### config.mk
export PLATFORM = sky130hd
export DESIGN_NAME = flash_prog_ctrl
export DESIGN_NICKNAME = d
export VERILOG_FILES = /design/src/rtl/flash_pkg.sv /design/src/rtl/flex_counter.sv /design/src/rtl/flash_prog_ctrl.sv
export SDC_FILE = /design/constraint.sdc
export NUM_CORES = 1
export LEC_CHECK = 0
export CORE_AREA = 2 2 101 112
export DETAILED_ROUTE_END_ITERATION = 16
export DIE_AREA = 0 0 103 114
export GPL_TIMING_DRIVEN = 0
export SKIP_LAST_GASP = 1
export SLEW_MARGIN = 20
export SYNTH_ARGS = -nofsm -noshare
export SYNTH_HDL_FRONTEND = slang
export SYNTH_SLANG_ARGS = --single-unit
### constraint.sdc
create_clock -name clk -period 2.4 [get_ports clk]
set_input_delay 0.24 -clock clk [delete_from_list [all_inputs] [get_ports clk]]
set_output_delay 0.24 -clock clk [all_outputs]
set_load 0.02 [all_outputs]
### src/rtl/flash_pkg.sv
// rtl/flash_pkg.sv - shared types and JEDEC command constants for the flash program path
package flash_pkg;

    typedef enum logic [2:0] {
        ST_IDLE,
        ST_SETUP,
        ST_PULSE,
        ST_HOLD,
        ST_POLL,
        ST_GAP,
        ST_DONE
    } prog_state_t;

    localparam logic [15:0] CMD_ADDR1 = 16'h5555;
    localparam logic [15:0] CMD_ADDR2 = 16'h2AAA;
    localparam logic [15:0] CMD_D1    = 16'h00AA;
    localparam logic [15:0] CMD_D2    = 16'h0055;
    localparam logic [15:0] CMD_PROG  = 16'h00A0;

    localparam int DQ7 = 7;

    // Index of the final (data) bus cycle of the program sequence
    localparam logic [1:0] LAST_CMD = 2'd3;

    function automatic logic [15:0] cmd_addr(input logic [1:0] idx, input logic [15:0] addr);
        logic [15:0] r;
        case (idx)
            2'd0:    r = CMD_ADDR1;
            2'd1:    r = CMD_ADDR2;
            2'd2:    r = CMD_ADDR1;
            default: r = addr;
        endcase
        return r;
    endfunction

    function automatic logic [15:0] cmd_data(input logic [1:0] idx, input logic [15:0] data);
        logic [15:0] r;
        case (idx)
            2'd0:    r = CMD_D1;
            2'd1:    r = CMD_D2;
            2'd2:    r = CMD_PROG;
            default: r = data;
        endcase
        return r;
    endfunction

endpackage

### src/rtl/flex_counter.sv
// rtl/flex_counter.sv - up counter with synchronous clear and programmable rollover
module flex_counter #(
    parameter int NUM_CNT_BITS = 4
) (
    input  logic                    clk,
    input  logic                    n_rst,
    input  logic                    clear,
    input  logic                    count_enable,
    input  logic [NUM_CNT_BITS-1:0] rollover_val,
    output logic [NUM_CNT_BITS-1:0] count_out,
    output logic                    rollover_flag
);

    always_ff @(posedge clk or negedge n_rst) begin
        if (!n_rst) begin
            count_out <= '0;
        end else if (clear) begin
            count_out <= '0;
        end else if (count_enable) begin
            if (count_out == rollover_val) begin
                count_out <= '0;
            end else begin
                count_out <= count_out + 1'b1;
            end
        end
    end

    assign rollover_flag = (count_out == rollover_val);

endmodule

### src/rtl/flash_prog_ctrl.sv
// rtl/flash_prog_ctrl.sv - JEDEC word-program sequencer with DQ7 completion polling
module flash_prog_ctrl
    import flash_pkg::*;
#(
    parameter int SETUP_CYC = 2,
    parameter int WE_CYC    = 4,
    parameter int HOLD_CYC  = 2,
    parameter int READ_CYC  = 6,
    parameter int MAX_POLLS = 1024
) (
    input  logic        clk,
    input  logic        n_rst,
    input  logic        start,
    input  logic [15:0] wr_addr,
    input  logic [15:0] wr_data,
    input  logic [15:0] data_in,
    output logic [15:0] flash_addr,
    output logic [15:0] flash_dout,
    output logic        drive_en,
    output logic        ce,
    output logic        oe,
    output logic        we,
    output logic        busy,
    output logic        done,
    output logic        error
);

    localparam int PW = (MAX_POLLS > 1) ? $clog2(MAX_POLLS) : 1;
    localparam logic [PW-1:0] POLL_LAST  = PW'(MAX_POLLS - 1);
    localparam logic [3:0]    SETUP_LAST = 4'(SETUP_CYC - 1);
    localparam logic [3:0]    WE_LAST    = 4'(WE_CYC - 1);
    localparam logic [3:0]    HOLD_LAST  = 4'(HOLD_CYC - 1);
    localparam logic [3:0]    READ_LAST  = 4'(READ_CYC - 1);

    prog_state_t   state;
    logic [15:0]   lat_addr;
    logic [15:0]   lat_data;
    logic [1:0]    cmd_idx;
    logic [PW-1:0] poll_cnt;

    logic          counting;
    logic [3:0]    phase_last;
    logic [3:0]    tmr_cnt;
    logic          tmr_flag;
    logic          phase_done;
    logic          tmr_clear;

    // Only DQ7 of the read bus carries completion status
    logic unused_data_bits;
    assign unused_data_bits = ^{data_in[15:DQ7+1], data_in[DQ7-1:0], tmr_cnt};

    assign counting = (state == ST_SETUP) || (state == ST_PULSE) ||
                      (state == ST_HOLD)  || (state == ST_POLL);

    always_comb begin
        phase_last = 4'd0;
        case (state)
            ST_SETUP: phase_last = SETUP_LAST;
            ST_PULSE: phase_last = WE_LAST;
            ST_HOLD:  phase_last = HOLD_LAST;
            ST_POLL:  phase_last = READ_LAST;
            default:  phase_last = 4'd0;
        endcase
    end

    // Every exit from a timed state happens on phase_done, so clearing on it
    // (and holding clear in untimed states) restarts the timer on each state change.
    assign phase_done = counting && tmr_flag;
    assign tmr_clear  = !counting || phase_done;

    flex_counter #(
        .NUM_CNT_BITS(4)
    ) u_phase_timer (
        .clk          (clk),
        .n_rst        (n_rst),
        .clear        (tmr_clear),
        .count_enable (counting),
        .rollover_val (phase_last),
        .count_out    (tmr_cnt),
        .rollover_flag(tmr_flag)
    );

    always_ff @(posedge clk or negedge n_rst) begin
        if (!n_rst) begin
            state      <= ST_IDLE;
            lat_addr   <= '0;
            lat_data   <= '0;
            cmd_idx    <= '0;
            poll_cnt   <= '0;
            flash_addr <= '0;
            flash_dout <= '0;
            drive_en   <= 1'b0;
            ce         <= 1'b1;
            oe         <= 1'b1;
            we         <= 1'b1;
            busy       <= 1'b0;
            done       <= 1'b0;
            error      <= 1'b0;
        end else begin
            done <= 1'b0;
            case (state)
                ST_IDLE: begin
                    if (start) begin
                        lat_addr   <= wr_addr;
                        lat_data   <= wr_data;
                        cmd_idx    <= '0;
                        poll_cnt   <= '0;
                        error      <= 1'b0;
                        busy       <= 1'b1;
                        ce         <= 1'b0;
                        oe         <= 1'b1;
                        we         <= 1'b1;
                        drive_en   <= 1'b1;
                        flash_addr <= cmd_addr(2'd0, wr_addr);
                        flash_dout <= cmd_data(2'd0, wr_data);
                        state      <= ST_SETUP;
                    end
                end
                ST_SETUP: begin
                    if (phase_done) begin
                        we    <= 1'b0;
                        state <= ST_PULSE;
                    end
                end
                ST_PULSE: begin
                    if (phase_done) begin
                        we    <= 1'b1;
                        state <= ST_HOLD;
                    end
                end
                ST_HOLD: begin
                    if (phase_done) begin
                        if (cmd_idx != LAST_CMD) begin
                            cmd_idx    <= cmd_idx + 2'd1;
                            flash_addr <= cmd_addr(cmd_idx + 2'd1, lat_addr);
                            flash_dout <= cmd_data(cmd_idx + 2'd1, lat_data);
                            state      <= ST_SETUP;
                        end else begin
                            // Release the bus in the same clock oe asserts
                            drive_en   <= 1'b0;
                            oe         <= 1'b0;
                            flash_addr <= lat_addr;
                            state      <= ST_POLL;
                        end
                    end
                end
                ST_POLL: begin
                    if (phase_done) begin
                        ce <= 1'b1;
                        oe <= 1'b1;
                        if (data_in[DQ7] == lat_data[DQ7]) begin
                            done  <= 1'b1;
                            busy  <= 1'b0;
                            state <= ST_DONE;
                        end else if (poll_cnt == POLL_LAST) begin
                            error <= 1'b1;
                            done  <= 1'b1;
                            busy  <= 1'b0;
                            state <= ST_DONE;
                        end else begin
                            poll_cnt <= poll_cnt + 1'b1;
                            state    <= ST_GAP;
                        end
                    end
                end
                ST_GAP: begin
                    ce    <= 1'b0;
                    oe    <= 1'b0;
                    state <= ST_POLL;
                end
                ST_DONE: begin
                    state <= ST_IDLE;
                end
                default: begin
                    state <= ST_IDLE;
                end
            endcase
        end
    end

endmodule
# ---- After elaboration in Yosys (flattened, before gate mapping)
# Index checks and enable logic that the tools add are counted.
dict set report totals {
  ff_bits 90
  inputBits 51
  n_memories 0
  rom_bits 0
  word_cells 121
  latch_bits 0
  ramBits 0
}
dict set report op_classes {
  eq_ne 22
  div 0
  bitwise_logic 0
  shift 0
  reduce_logical 27
  order_cmp 0
  addsub 3
  mul 0
  muxes 54
}
# operator count
set op_table {}
lappend op_table {{16-bit two-way mux} 6}
lappend op_table {{16-bit one-hot mux with 2 select lines} 3}
lappend op_table {{16-bit one-hot mux with 3 select lines} 1}
lappend op_table {{10-bit two-way mux} 4}
lappend op_table {{10-bit one-hot mux with 2 select lines} 1}
lappend op_table {{5-bit AND reduction} 4}
lappend op_table {{3-bit two-way mux} 6}
lappend op_table {{2-bit inequality test, second input constant} 9}
lappend op_table {{3-bit one-hot mux with 6 select lines} 1}
lappend op_table {{1-bit two-way mux} 16}
lappend op_table {{4-bit AND reduction} 4}
lappend op_table {{4-bit two-way mux} 3}
lappend op_table {{10-bit by 1-bit adder with 10-bit output, second input constant} 1}
lappend op_table {{10-bit equality test, second input constant} 1}
lappend op_table {{2-bit two-way mux} 5}
lappend op_table {{3-bit one-hot mux with 3 select lines} 1}
lappend op_table {{3-bit by 2-bit equality test with 1-bit output, second input constant} 2}
lappend op_table {{3-bit equality test, second input constant} 2}
lappend op_table {{1-bit one-hot mux with 2 select lines} 3}
lappend op_table {{1-bit one-hot mux with 3 select lines} 2}
lappend op_table {{3-bit AND reduction} 2}
lappend op_table {{2-bit nonzero test} 3}
lappend op_table {{3-bit nonzero test} 2}
lappend op_table {{4-bit by 1-bit adder with 4-bit output, second input constant} 1}
lappend op_table {{other kinds (18)} 23}

# ---- Depth between registers and ports, before layout
dict set report logic_depth {
  depth_word 7
  ltp_mapped 7
  depth_no_buf 6
}

# ---- By module
# Synthesis repeated with hierarchy kept, for this count alone.
dict set report unflattened {
  cells_unflattened 388
  area_unflattened_um2 4165.2
}
# module instances cells_each area_each_um2 seq_area_each_um2
set modules_own_cells {}
lappend modules_own_cells {flash_prog_ctrl 1 361 3881.2 2155.8}
lappend modules_own_cells {flex_counter 1 27 284.0 100.1}

# ---- Worst setup path after synthesis
# No wires, ideal clock.
dict set report synth_timing {
  kind {register -> register}
  start {reg u_phase_timer.count_out[0]}
  end {reg flash_addr[4]}
  setup_time_ns 0.125
  path_buffers 2
  period_less_slack_ns 1.703
  path_stages_with_launch 8
  setup_slack_ns 0.697
  arrival_time_ns 1.578
  cell_sequence {dfrtp_1 nor2b_2 and3_1 buf_2 a21boi_4 nor2_4 buf_6 mux2_4}
}
dict set report synth_between {
  elab_chain_len 4
}
# element line
set synth_lines {}
lappend synth_lines {{from (decl)} flex_counter.sv:10} ;# output logic [NUM_CNT_BITS-1:0] count_out,
lappend synth_lines {{from (signal assigned)} flex_counter.sv:23} ;# count_out <= count_out + 1'b1;
lappend synth_lines {{4-bit by 3-bit equality test with 1-bit output} flex_counter.sv:28} ;# assign rollover_flag = (count_out == rollover_val);
lappend synth_lines {{1-bit logical AND} flash_prog_ctrl.sv:68} ;# assign phase_done = counting && tmr_flag;
lappend synth_lines {{2-bit inequality test (no line)} -}
lappend synth_lines {{3-bit AND reduction (no line)} -}
lappend synth_lines {{to (signal assigned)} flash_prog_ctrl.sv:114} ;# flash_addr <= cmd_addr(2'd0, wr_addr);
lappend synth_lines {{to (signal assigned)} flash_prog_ctrl.sv:135} ;# flash_addr <= cmd_addr(cmd_idx + 2'd1, lat_addr);
lappend synth_lines {{to (signal assigned)} flash_prog_ctrl.sv:142} ;# flash_addr <= lat_addr;
lappend synth_lines {{to (decl)} flash_prog_ctrl.sv:17} ;# output logic [15:0] flash_addr,
# No other way between the ends.
# A chain may end at the register's enable or synchronous reset.

# ---- Worst setup path after layout
dict set report layout_timing {
  start {reg state[0]}
  end {reg lat_addr[15]}
}
dict set report layout_between {
  elab_chain_len 2
}
# element line
set layout_lines {}
lappend layout_lines {{from (decl)} flash_prog_ctrl.sv:35} ;# prog_state_t state;
lappend layout_lines {{from (signal assigned)} flash_prog_ctrl.sv:85} ;# state <= ST_IDLE;
lappend layout_lines {{from (signal assigned)} flash_prog_ctrl.sv:116} ;# state <= ST_SETUP;
lappend layout_lines {{from (signal assigned)} flash_prog_ctrl.sv:122} ;# state <= ST_PULSE;
lappend layout_lines {{3-bit zero test} flash_prog_ctrl.sv:101} ;# case (state)
lappend layout_lines {{2-bit AND reduction (no line)} -}
lappend layout_lines {{to (signal assigned)} flash_prog_ctrl.sv:104} ;# lat_addr <= wr_addr;
lappend layout_lines {{to (decl)} flash_prog_ctrl.sv:36} ;# logic [15:0] lat_addr;
# No other way between the ends.

==> impl_metrics.py <==
metrics = {
    "floorplan": {
        "fp.dieW_um": 103,
        "die_ar_sq_um": 11700,
        "ios": 90,
        "start_util_pct": 38.9,
        "rows": 40,
        "placeableCoreArea_sq_um": 10700,
        "chipHeight_um": 114,
    },
    "sta": {
        "layout_min_cycle_time_ps": 2090,
        "report.final.hold_viol_count": 0,
        "setup_viol": 0,
        "tightest_slew_ps": 581,
        "tns_ps": 0,
        "report.final.slew_viol_count": 0,
        "worst_hold_slack_ps": 350,
        "relSlewSlack_pct": 61.1,
        "fmax_mhz": 478,
        "grt_setup_unrepaired": "no",
        "clock-skew-final_ps": 9.06,
        "post-route-period-util_pct": 87.1,
    },
    "power_and_ir_drop": {
        "clock_network_fraction_of_total_power_pct": 22.7,
        "power.internal_mw": 4.00,
        "pwr_density_cell_nw_per_um2": 1170,
        "static-leakage-power_nw": 2.43,
        "p_total_mw": 6.38,
        "vdd_ir_drop_max_mv": 0.789,
        "share_seq_of_total_power_pct": 37.1,
        "net_switching_power_mw": 2.39,
        "p_sw_share_pct": 37.4,
        "share_comb_of_total_power_pct": 40.2,
    },
    "hold_path": {
        "hp-class": "input pin to asynchronous set/reset pin",
    },
    "yosys": {
        "ys_seq_area_share_pct": 54.2,
        "yosys_most_used_dff": "dfrtp_1",
        "synth_seq_cells": 90,
        "gate_count_post_synth": 433,
        "synth_area_per_cell_sq_um": 9.61,
        "synth_warnings": 0,
        "yosysUniqueCellTypes": 50,
        "synth-edff-count": 0,
        "synthArstFlopShare_pct": 100,
        "syn-cell-area_sq_um": 4160,
        "syn-num-nets": 491,
    },
    "run_status": {
        "status": "completed",
    },
    "routing": {
        "num_vias": 3265,
        "routed_vias_inst": 4.86,
        "drt_wl_total_um": 9380,
        "route.detailed.drc": 0,
        "first_pass_iters": 4,
        "detail_route.iter0.violations": 157,
        "drt.antenna.violating_nets": 0,
        "routed_wire_length_per_instance_um": 14.0,
    },
    "cells_and_area": {
        "insertedDiodeCount": 0,
        "fillers": 1023,
        "area.sequential_sq_um": 2260,
        "fin_nets": 578,
        "synth_to_layout_area_growth_pct": 30.7,
        "multiInputGateArea_sq_um": 1750,
        "ratio_of_cells_with_drive_above_1_in_the_final_layout_pct": 9.33,
    },
    "global_routing": {
        "grt_pass1_vias": 3183,
        "global_route.usage.total_pct": 16.9,
        "gr-total-overflow": 0,
        "grt_start_max_net_pins": 61,
        "antenna_found_initial": 0,
        "grt_first_pass_wirelength_um": 15300,
    },
    "clock_tree": {
        "post_cts_buffers": 0,
        "cts.clk_slew.worst_paths_ps": 60,
        "tritoncts": "yes",
        "clock_sinks": 90,
        "cts_htree_levels": 3,
        "tritoncts.num_buffers": 9,
        "clk_latency_ps": 340,
        "cts_root_buf": "clkbuf_16",
        "cts_max_path_buffers": 2,
    },
    "setup_path": {
        "critical_path.endpoint_type": "register",
        "cp-start-kind": "register",
        "worstSetupPathType": "register to register",
        "critical_path_peak_fanout": 10,
        "worst-endpoint-required_ps": 2680,
        "crit_arrival_ps": 2370,
    },
    "placed_design": {
        "port_buffers": 74,
        "post-dp-hpwl_um": 6830,
        "gp_congestion": 0.853,
    },
    "job": {
        "drv.max_cap_violation_count": 0,
    },
}
==> per-layer routing <==
layer	track usage (%)	up-vias	share of wire (%)
li1	-	1621	-
met1	22.9	1551	46
met2	26.2	76	48
met3	2.94	17	3.9
met4	8.25	0	2.5
met5	0	-	0
==> critical path, stage by stage (launching register included) <==
cell and delay (ps):
dfrtp_1 350, buf_2 180, nor2_4 180, nand2_1 110, nor2_1 470, clkbuf_1 510, nand2_1 150, nand2_1 80
==> logic make-up (layout without fill, tap and decap cells) <==
family	Yosys count	after routing	share of synthesized area (%)
compound gates	73	73	11.6
simple gates	195	195	20.4
mux	20	20	5.44
flops	90	90	54.2
buf+inv	37	129	3.91
xor+xnor	11	11	2.31
fa+ha+maj	7	7	2.10
==> cells in the mapped netlist (2+ instances only) <==
| master | instances | area [sq um] |
|---|---|---|
| mux2_2 | 2 | 22.5 |
| a21oi_1 | 10 | 50.1 |
| nand2_1 | 139 | 522 |
| inv_1 | 16 | 60.1 |
| dfstp_2 | 3 | 78.8 |
| buf_6 | 2 | 22.5 |
| a21o_1 | 3 | 22.5 |
| mux2_1 | 7 | 78.8 |
| xor2_1 | 3 | 26.3 |
| nand3_1 | 8 | 40.0 |
| o32a_1 | 2 | 20.0 |
| buf_2 | 7 | 35.0 |
| mux2i_1 | 8 | 80.1 |
| nor4_1 | 3 | 18.8 |
| nor2b_1 | 4 | 25.0 |
| nor2_1 | 20 | 75.1 |
| nand4_2 | 2 | 25.0 |
| clkbuf_1 | 11 | 41.3 |
| dfrtp_1 | 87 | 2180 |
| ha_1 | 7 | 87.6 |
| xnor2_1 | 8 | 70.1 |
| o31ai_1 | 10 | 75.1 |
| nor3b_1 | 2 | 15.0 |
| nand2b_1 | 3 | 18.8 |
| nor3_1 | 6 | 30.0 |
| nor2_4 | 2 | 22.5 |
| o21ai_1 | 24 | 120 |
| mux2_4 | 3 | 45.0 |
| o21ai_0 | 10 | 50.1 |
==> power by group through the flow <==
stage          logic (mW)  registers [mW]  clock network (mW)
2_1_floorplan        1.49            2.56                   0
3_3_place_gp         2.53            2.39                   0
3_5_place_dp         2.58            2.39                   0
4_1_cts              2.60            2.37                1.48
5_1_grt              2.86            2.44                1.55
6_report             2.57            2.37                1.45
==> path summary, 6_finish.rpt <==
path                                      start                       end  cells after the start  slack, ps
max in group asynchronous                 n_rst   lat_addr[5]$_DFFE_PN0P_                      3       1460
min in group clk                    wr_data[11]  lat_data[11]$_DFFE_PN0P_                      3        420
max                        state[0]$_DFFE_PN0P_  lat_addr[15]$_DFFE_PN0P_                      7        310
min                                       n_rst            done$_DFF_PN0_                      2        350
min reg2reg                      ce$_DFFE_PN1P_            ce$_DFFE_PN1P_                      2        470
max reg2reg                state[0]$_DFFE_PN0P_  lat_addr[15]$_DFFE_PN0P_                      7        310
==> metrics by stage <==
| stage | worst slack, ps | cells | instance area, sq um | util, % |
|---|---|---|---|---|
| finish | 308 | 672 | 5440 | 50.8 |
| global route | 153 | 672 | 5440 | 50.8 |
| CTS | 217 | 672 | 5440 | 50.8 |
| detailed placement | 207 | 655 | 5120 | 47.8 |
| global placement | -2220 | 654 | 5090 | 47.5 |
| floorplan | 697 | 433 | 4160 | - |
==> registers in the layout (all words and copies together), names as in the netlist, 2 cells and up <==
name,cells
u_phase_timer.count_out,4
poll_cnt,10
state,3
flash_dout,16
lat_addr,16
lat_data,16
flash_addr,16
cmd_idx,2
==> final cells by class <==
type                    count  share of cell area, %
clock inverters             6                   1.31
multi-input cells         306                   32.1
flip-flops and latches     90                   41.5
well taps                 147                   3.38
clock buffers              10                   4.39
inverters                  17                   1.17
plain buffers              20                   1.82
repair buffers             76                   14.3
==> timing repair <==
action | 4_1_cts | 5_1_grt
setup endpoints to repair | 0 | 2
hold buffers | 1 | 0
gates resized for setup | 0 | 1
hold endpoints to repair | 27 | 0
==> placed cells by master, fill, tap and decap left out, drive strengths merged, types with 5 or more instances in the layout <==
master,instances
clkbuf,21
ha,7
o31ai,11
dfrtp,87
nor3,6
nor2b,5
o21ai,34
nand2,139
clkdlybuf4s50,73
mux2i,8
nand3,8
a21oi,11
nor2,22
xnor2,8
mux2,12
inv,20
buf,11
No activity file was read; power rests on OpenSTA's default activity.
